--- config.mk ---
export PLATFORM = sky130hd
export DESIGN_NAME = arcade_input_mapper
export DESIGN_NICKNAME = d
export VERILOG_FILES = /design/src/rtl/arcade_input_mapper.sv
export SDC_FILE = /design/constraint.sdc
export NUM_CORES = 1
export LEC_CHECK = 0
export BUFFER_PORTS_ARGS = -buffer_cell sky130_fd_sc_hd__buf_2
export CORE_MARGIN = 3
export CORE_UTILIZATION = 55
export CTS_BUF_LIST = sky130_fd_sc_hd__clkbuf_16
export DETAILED_ROUTE_END_ITERATION = 7
export PLACE_DENSITY = 0.86
export SYNTH_ARGS = -nofsm -noshare
export SYNTH_HDL_FRONTEND = slang
export SYNTH_SLANG_ARGS = --single-unit
--- constraint.sdc ---
create_clock -name clk_sys -period 2.8 [get_ports clk_sys]
set_input_delay 0.42 -clock clk_sys [delete_from_list [all_inputs] [get_ports clk_sys]]
set_output_delay 0.42 -clock clk_sys [all_outputs]
set_load 0.005 [all_outputs]
--- src/rtl/arcade_input_mapper.sv ---
// Arcade control front end: PS/2 key decode, joystick merge, rotation, autofire,
// fixed-width coin pulses and an optional coin-on-start sequencer per player.
module arcade_input_mapper #(
    parameter int PLAYERS     = 2,
    parameter int COIN_CYCLES = 120000,
    parameter int GAP_CYCLES  = 60000,
    parameter int AF_HALF     = 400000
) (
    input  logic        clk_sys,
    input  logic        reset,
    input  logic [10:0] ps2_key,
    input  logic [15:0] joystick_0,
    input  logic [15:0] joystick_1,
    input  logic [1:0]  rotate,
    input  logic        autofire_en,
    input  logic        coin_on_start,
    output logic [6:0]  joy_pcfrldu_1,
    output logic [6:0]  joy_pcfrldu_2,
    output logic        btn_test
);
    localparam int MAX_AB = (COIN_CYCLES > GAP_CYCLES) ? COIN_CYCLES : GAP_CYCLES;
    localparam int MAXP   = (MAX_AB > AF_HALF) ? MAX_AB : AF_HALF;
    localparam int CW     = $clog2(MAXP) + 1;

    localparam logic [CW-1:0] COIN_LAST = CW'(COIN_CYCLES - 1);
    localparam logic [CW-1:0] GAP_LAST  = CW'(GAP_CYCLES - 1);
    localparam logic [CW-1:0] AF_LAST   = CW'(AF_HALF - 1);

    localparam int K_UP1    = 0;
    localparam int K_DOWN1  = 1;
    localparam int K_LEFT1  = 2;
    localparam int K_RIGHT1 = 3;
    localparam int K_FIRE1  = 4;
    localparam int K_START1 = 5;
    localparam int K_COIN1  = 6;
    localparam int K_UP2    = 7;
    localparam int K_DOWN2  = 8;
    localparam int K_LEFT2  = 9;
    localparam int K_RIGHT2 = 10;
    localparam int K_FIRE2  = 11;
    localparam int K_START2 = 12;
    localparam int K_COIN2  = 13;
    localparam int K_TEST   = 14;
    localparam int NK       = 15;

    typedef enum logic [1:0] {S_IDLE, S_COIN, S_GAP, S_START} state_t;

    logic          toggle_reg;
    logic [NK-1:0] keys_reg;
    logic [NK-1:0] key_hit;
    logic          key_event;
    logic          btn_test_reg;
    logic          ext;

    assign key_event = ps2_key[10] != toggle_reg;
    assign ext       = ps2_key[8];

    always_comb begin
        key_hit = '0;
        case (ps2_key[7:0])
            8'h75: key_hit[K_UP1]    = 1'b1;
            8'h72: key_hit[K_DOWN1]  = 1'b1;
            8'h6B: key_hit[K_LEFT1]  = 1'b1;
            8'h74: key_hit[K_RIGHT1] = 1'b1;
            8'h14: key_hit[K_FIRE1]  = 1'b1;
            8'h29: key_hit[K_FIRE1]  = ~ext;
            8'h05: key_hit[K_START1] = ~ext;
            8'h16: key_hit[K_START1] = ~ext;
            8'h2E: key_hit[K_COIN1]  = ~ext;
            8'h06: key_hit[K_START2] = ~ext;
            8'h1E: key_hit[K_START2] = ~ext;
            8'h36: key_hit[K_COIN2]  = ~ext;
            8'h2D: key_hit[K_UP2]    = ~ext;
            8'h2B: key_hit[K_DOWN2]  = ~ext;
            8'h23: key_hit[K_LEFT2]  = ~ext;
            8'h34: key_hit[K_RIGHT2] = ~ext;
            8'h1C: key_hit[K_FIRE2]  = ~ext;
            8'h2C: key_hit[K_TEST]   = ~ext;
            default: ;
        endcase
    end

    // The toggle copy loads the live bit in reset so leaving reset never fakes an event.
    always_ff @(posedge clk_sys) begin
        if (reset) begin
            toggle_reg   <= ps2_key[10];
            keys_reg     <= '0;
            btn_test_reg <= 1'b0;
        end else begin
            toggle_reg   <= ps2_key[10];
            btn_test_reg <= keys_reg[K_TEST];
            if (key_event) begin
                keys_reg <= (keys_reg & ~key_hit) | (key_hit & {NK{ps2_key[9]}});
            end
        end
    end

    // Raw vectors use the output bit order {coin, start, fire, right, left, down, up}.
    logic [6:0]      keys1_vec, keys2_vec, joy0_vec, joy1_vec;
    logic [1:0][6:0] raw_vec;
    logic [1:0][6:0] out_vec;

    assign keys1_vec = {keys_reg[K_COIN1], keys_reg[K_START1], keys_reg[K_FIRE1],
                        keys_reg[K_RIGHT1], keys_reg[K_LEFT1], keys_reg[K_DOWN1], keys_reg[K_UP1]};
    assign keys2_vec = {keys_reg[K_COIN2], keys_reg[K_START2], keys_reg[K_FIRE2],
                        keys_reg[K_RIGHT2], keys_reg[K_LEFT2], keys_reg[K_DOWN2], keys_reg[K_UP2]};
    assign joy0_vec  = {joystick_0[7], joystick_0[5], joystick_0[4],
                        joystick_0[0], joystick_0[1], joystick_0[2], joystick_0[3]};
    assign joy1_vec  = {joystick_1[7], joystick_1[6], joystick_1[4],
                        joystick_1[0], joystick_1[1], joystick_1[2], joystick_1[3]};

    always_comb begin
        raw_vec = '0;
        if (PLAYERS == 1) begin
            raw_vec[0]    = keys1_vec | keys2_vec | joy0_vec | joy1_vec;
            raw_vec[0][5] = raw_vec[0][5] | joystick_0[6] | joystick_1[5];
        end else begin
            raw_vec[0] = keys1_vec | joy0_vec;
            raw_vec[1] = keys2_vec | joy1_vec;
        end
    end

    genvar gi;
    generate
        for (gi = 0; gi < 2; gi++) begin : g_player
            if (gi < PLAYERS) begin : g_on
                logic [6:0]    raw;
                logic [3:0]    dir_rot;
                logic [CW-1:0] af_cnt_reg;
                logic          af_phase_reg;
                state_t        state_reg, state_next;
                logic [CW-1:0] cnt_reg, cnt_next;
                logic          seq_reg, seq_next;
                logic          coin_prev_reg, start_prev_reg;
                logic          coin_rise, start_rise, seq_busy;
                logic [6:0]    out_reg, out_next;

                assign raw        = raw_vec[gi];
                assign coin_rise  = raw[6] & ~coin_prev_reg;
                assign start_rise = raw[5] & ~start_prev_reg;
                assign seq_busy   = seq_reg & (state_reg != S_IDLE);

                always_comb begin
                    case (rotate)
                        2'd1:    dir_rot = {raw[0], raw[1], raw[3], raw[2]};
                        2'd2:    dir_rot = {raw[1], raw[0], raw[2], raw[3]};
                        default: dir_rot = raw[3:0];
                    endcase
                end

                // A released fire parks the phase high so the next press starts with a shot.
                always_ff @(posedge clk_sys) begin
                    if (reset || !raw[4]) begin
                        af_cnt_reg   <= '0;
                        af_phase_reg <= 1'b1;
                    end else if (af_cnt_reg == AF_LAST) begin
                        af_cnt_reg   <= '0;
                        af_phase_reg <= ~af_phase_reg;
                    end else begin
                        af_cnt_reg   <= af_cnt_reg + 1'b1;
                    end
                end

                always_ff @(posedge clk_sys) begin
                    if (reset) begin
                        state_reg      <= S_IDLE;
                        cnt_reg        <= '0;
                        seq_reg        <= 1'b0;
                        coin_prev_reg  <= 1'b0;
                        start_prev_reg <= 1'b0;
                        out_reg        <= '0;
                    end else begin
                        state_reg      <= state_next;
                        cnt_reg        <= cnt_next;
                        seq_reg        <= seq_next;
                        coin_prev_reg  <= raw[6];
                        start_prev_reg <= raw[5];
                        out_reg        <= out_next;
                    end
                end

                // COIN is shared: seq_reg chooses between a plain pulse and the full sequence.
                always_comb begin
                    state_next = state_reg;
                    cnt_next   = cnt_reg;
                    seq_next   = seq_reg;
                    case (state_reg)
                        S_IDLE: begin
                            cnt_next = '0;
                            if (coin_rise) begin
                                state_next = S_COIN;
                                seq_next   = 1'b0;
                            end else if (start_rise && coin_on_start) begin
                                state_next = S_COIN;
                                seq_next   = 1'b1;
                            end
                        end
                        S_COIN: begin
                            if (cnt_reg == COIN_LAST) begin
                                cnt_next   = '0;
                                state_next = seq_reg ? S_GAP : S_IDLE;
                            end else begin
                                cnt_next = cnt_reg + 1'b1;
                            end
                        end
                        S_GAP: begin
                            if (cnt_reg == GAP_LAST) begin
                                cnt_next   = '0;
                                state_next = S_START;
                            end else begin
                                cnt_next = cnt_reg + 1'b1;
                            end
                        end
                        S_START: begin
                            if (cnt_reg == COIN_LAST) begin
                                cnt_next   = '0;
                                state_next = S_IDLE;
                            end else begin
                                cnt_next = cnt_reg + 1'b1;
                            end
                        end
                        default: state_next = S_IDLE;
                    endcase
                end

                always_comb begin
                    out_next      = '0;
                    out_next[6]   = (state_reg == S_COIN);
                    out_next[5]   = (state_reg == S_START) | (~coin_on_start & ~seq_busy & raw[5]);
                    out_next[4]   = raw[4] & (af_phase_reg | ~autofire_en);
                    out_next[3:0] = dir_rot;
                end

                assign out_vec[gi] = out_reg;
            end else begin : g_off
                assign out_vec[gi] = '0;
            end
        end
    endgenerate

    logic unused_bits;
    assign unused_bits = &{1'b0, joystick_0[15:8], joystick_1[15:8], raw_vec};

    assign joy_pcfrldu_1 = out_vec[0];
    assign joy_pcfrldu_2 = out_vec[1];
    assign btn_test      = btn_test_reg;
endmodule
==> results.cfg <==
[status]
status = finished, final reports clean

[drt]
dr.pass1.iters = 7
vias = 5138
wl_per_cell_um = 15.7
wirelength_mm = 13.4
drc_errors = 0
vias_per_cell = 6.02
drtIter0Drc = 355
postRouteAntennaNets = 0

[power]
p_per_area_nw_per_um2 = 617
p_sw_mw = 0.880
worst_ir_drop_vdd_uv = 462
p_int_mw = 3.23
power.share.switching_pct = 21.4
leakagePower_nw = 2.31
comb_power_share_pct = 5.2
p_seq_share_pct = 43.9
p_total_mw = 4.11
clkPwrFrac_pct = 50.9

[logic_synthesis]
yosysTopAreaCell = dfxtp_1
syn_avg_cell_area_um2 = 8.70
synth-edff-count = 0
syn_inst = 661
synthArstFlopShare_pct = 0
synth_seq_cells = 123
yosysWarnings = 0
synth.distinct_cells = 52
syn_nets = 716
ys_top_cells_by_area = dfxtp_1 (43%), xor2_1 (4.0%), a21oi_1 (3.6%)
synth_area_um2 = 5750
synth_ff_type = dfxtp_1
yosysSeqAreaShare_pct = 42.8
synth_top_area_share_pct = 42.8

[sta]
relSlewSlack_pct = 59.4
worst_pin_slew_ps = 601
grt_setup_unrepaired = no
fin_crit_sh_pct = 78.9
clock_skew_ps = 6.12
finalCriticalPeriod_ps = 2210
fmax_mhz = 453
setup_viol = 0
drv_slew = 0
hold_violations = 0
finalSetupTns_ps = 0

[global_route]
grt_overflow_total = 0
grt_use_total_pct = 24.4
antenna_found_initial = 0
grt_pass1_wl_mm = 22.8
grt_pass1_vias = 5059
grt_max_degree = 30

[worst_hold_path]
hp-class = input pin to flip-flop
min-delay-start = ps2_key[10]

[floorplanning]
die_h_um = 108
design.die.area_um2 = 11700
coreArea_um2 = 9950
io_pins = 64
dieWidth_um = 108
rows = 36
start_util_pct = 57.7

[worst_setup_path]
cp-start-kind = flip-flop
r2r_cells = 4
cp_slowest_cell = or4_4
crit_start = g_player[1].g_on.af_cnt_reg[7]
crit_cells = 4
max_stage_delay_ps = 560
timing.rr.start = g_player[1].g_on.af_cnt_reg[7]
rrSetupSlack_ps = 590
cp.required_ps = 3070
cp_top_family = simple AND/OR/NAND/NOR gates
arrival_ps = 2480
crit_chain = or4_1 -> or4_4 -> o21ai_4 -> nor2_1
cp-end-kind = flip-flop
crit_type = flip-flop to flip-flop
cp.buffers_inverters = 0
endpoint = g_player[1].g_on.af_cnt_reg[3]
r2r_end = g_player[1].g_on.af_cnt_reg[3]
cp_max_fo = 19

[clock_tree]
htreeDepth = 4
cts_setup_buffers = 0
clk_latency_ps = 410
root_buffer = clkbuf_16
clk_pin_slew_ps = 50
clock_tree.buffer_depth = 2
ctsResizeCount = 0
cts_buffers = 17
clock-sinks = 123
cts_tree = built
cts_hold_buf = 0

[finish]
fin_nets = 763
fillers = 783
antenna_cells = 0
drive_gt1_share_pct = 15.6
area.growth.synth_to_final_pct = 15.9

[placed_design]
io_buffers = 45
hpwlAfterDp_mm = 8.96
place_congestion = 0.899

[run]
drv_cap = 0
cells in the final DEF, fill, tap and decap left out, drive strengths merged, types with 2 or more instances in the layout:
cell type  instances
dfxtp            123
nor2              63
buf               54
a21oi             41
nand2             39
nand3             36
inv               28
nand4             27
xor2              26
o21ai             26
nor3              25
xnor2             23
or3               21
or4               20
clkbuf            17
a211oi            16
o31ai             15
or2               10
nor4              10
mux2i             10
clkinv             9
a221oi             8
and3               7
a22oi              7
and4               6
nor3b              6
ha                 6
and2               5
nor2b              5
nor4b              5
nand4b             4
a31o               3
bufinv             3
nor4bb             2
o32ai              2
nand4bb            2
per-stage QoR:
stage	std cells	setup slack, ps	area [µm²]	util [%]	hold WS (ps)
floorplan	661	819	5750	-	404
global placement	822	630	6100	61.3	439
detailed placement	822	602	6100	61.3	455
CTS	853	585	6660	66.9	146
global route	853	502	6660	66.9	152
finish	853	592	6660	66.9	159
power by group through the flow:
stage	sequential, mW	clock [mW]	combinational [mW]
floorplan	1.83	0	0.130
global placement	1.84	0	0.198
detailed placement	1.84	0	0.207
CTS	1.80	2.12	0.212
global route	1.80	2.21	0.236
finish	1.80	2.09	0.213
final cells by class:
cell class | instances | area, µm² | share of cell area (%)
Multi-Input combinational cell | 486 | 3080 | 46.2
Sequential cell | 123 | 2460 | 37.0
Clock buffer | 17 | 425 | 6.39
Timing Repair Buffer | 54 | 293 | 4.40
Tap cell | 133 | 166 | 2.50
Clock inverter | 14 | 138 | 2.07
Inverter | 26 | 97.6 | 1.47
kinds of logic after synthesis:
kind of cell               share of synthesized area (%)
buffers and inverters                               3.85
xor gates and xnor gates                            7.47
muxes                                               1.94
and+or+nand+nor                                     28.9
DFF                                                 42.8
adders and majority gates                           1.31
AOI/OAI and AO/OA                                   13.7
synth_stat cells (15+ instances only):
cell type,number
a211oi_1,16
a21oi_1,41
clkbuf_1,18
dfxtp_1,123
inv_1,26
nand2_1,39
nand3_1,34
nand4_1,27
nor2_1,53
nor3_1,25
o21ai_0,24
o31ai_1,15
or3_1,21
or4_1,19
xnor2_1,23
xor2_1,26
metal layers:
layer / GRT usage, % / up-vias / part of all wire [%]
li1: - / 2528 / -
met1: 26.2 / 2443 / 42
met2: 44.3 / 136 / 52
met3: 6.69 / 31 / 4.2
met4: 11.3 / 0 / 2.6
met5: 0 / - / 0
worst min path at each step:
stage / endpoint / depth (start not counted)
floorplan: btn_test / 2
global placement: btn_test / 2
detailed placement: g_player[1].g_on.af_cnt_reg[0] / 1
CTS: toggle_reg / 1
global route: toggle_reg / 1
finish: toggle_reg / 1
Power figures use the tool's default switching activity.
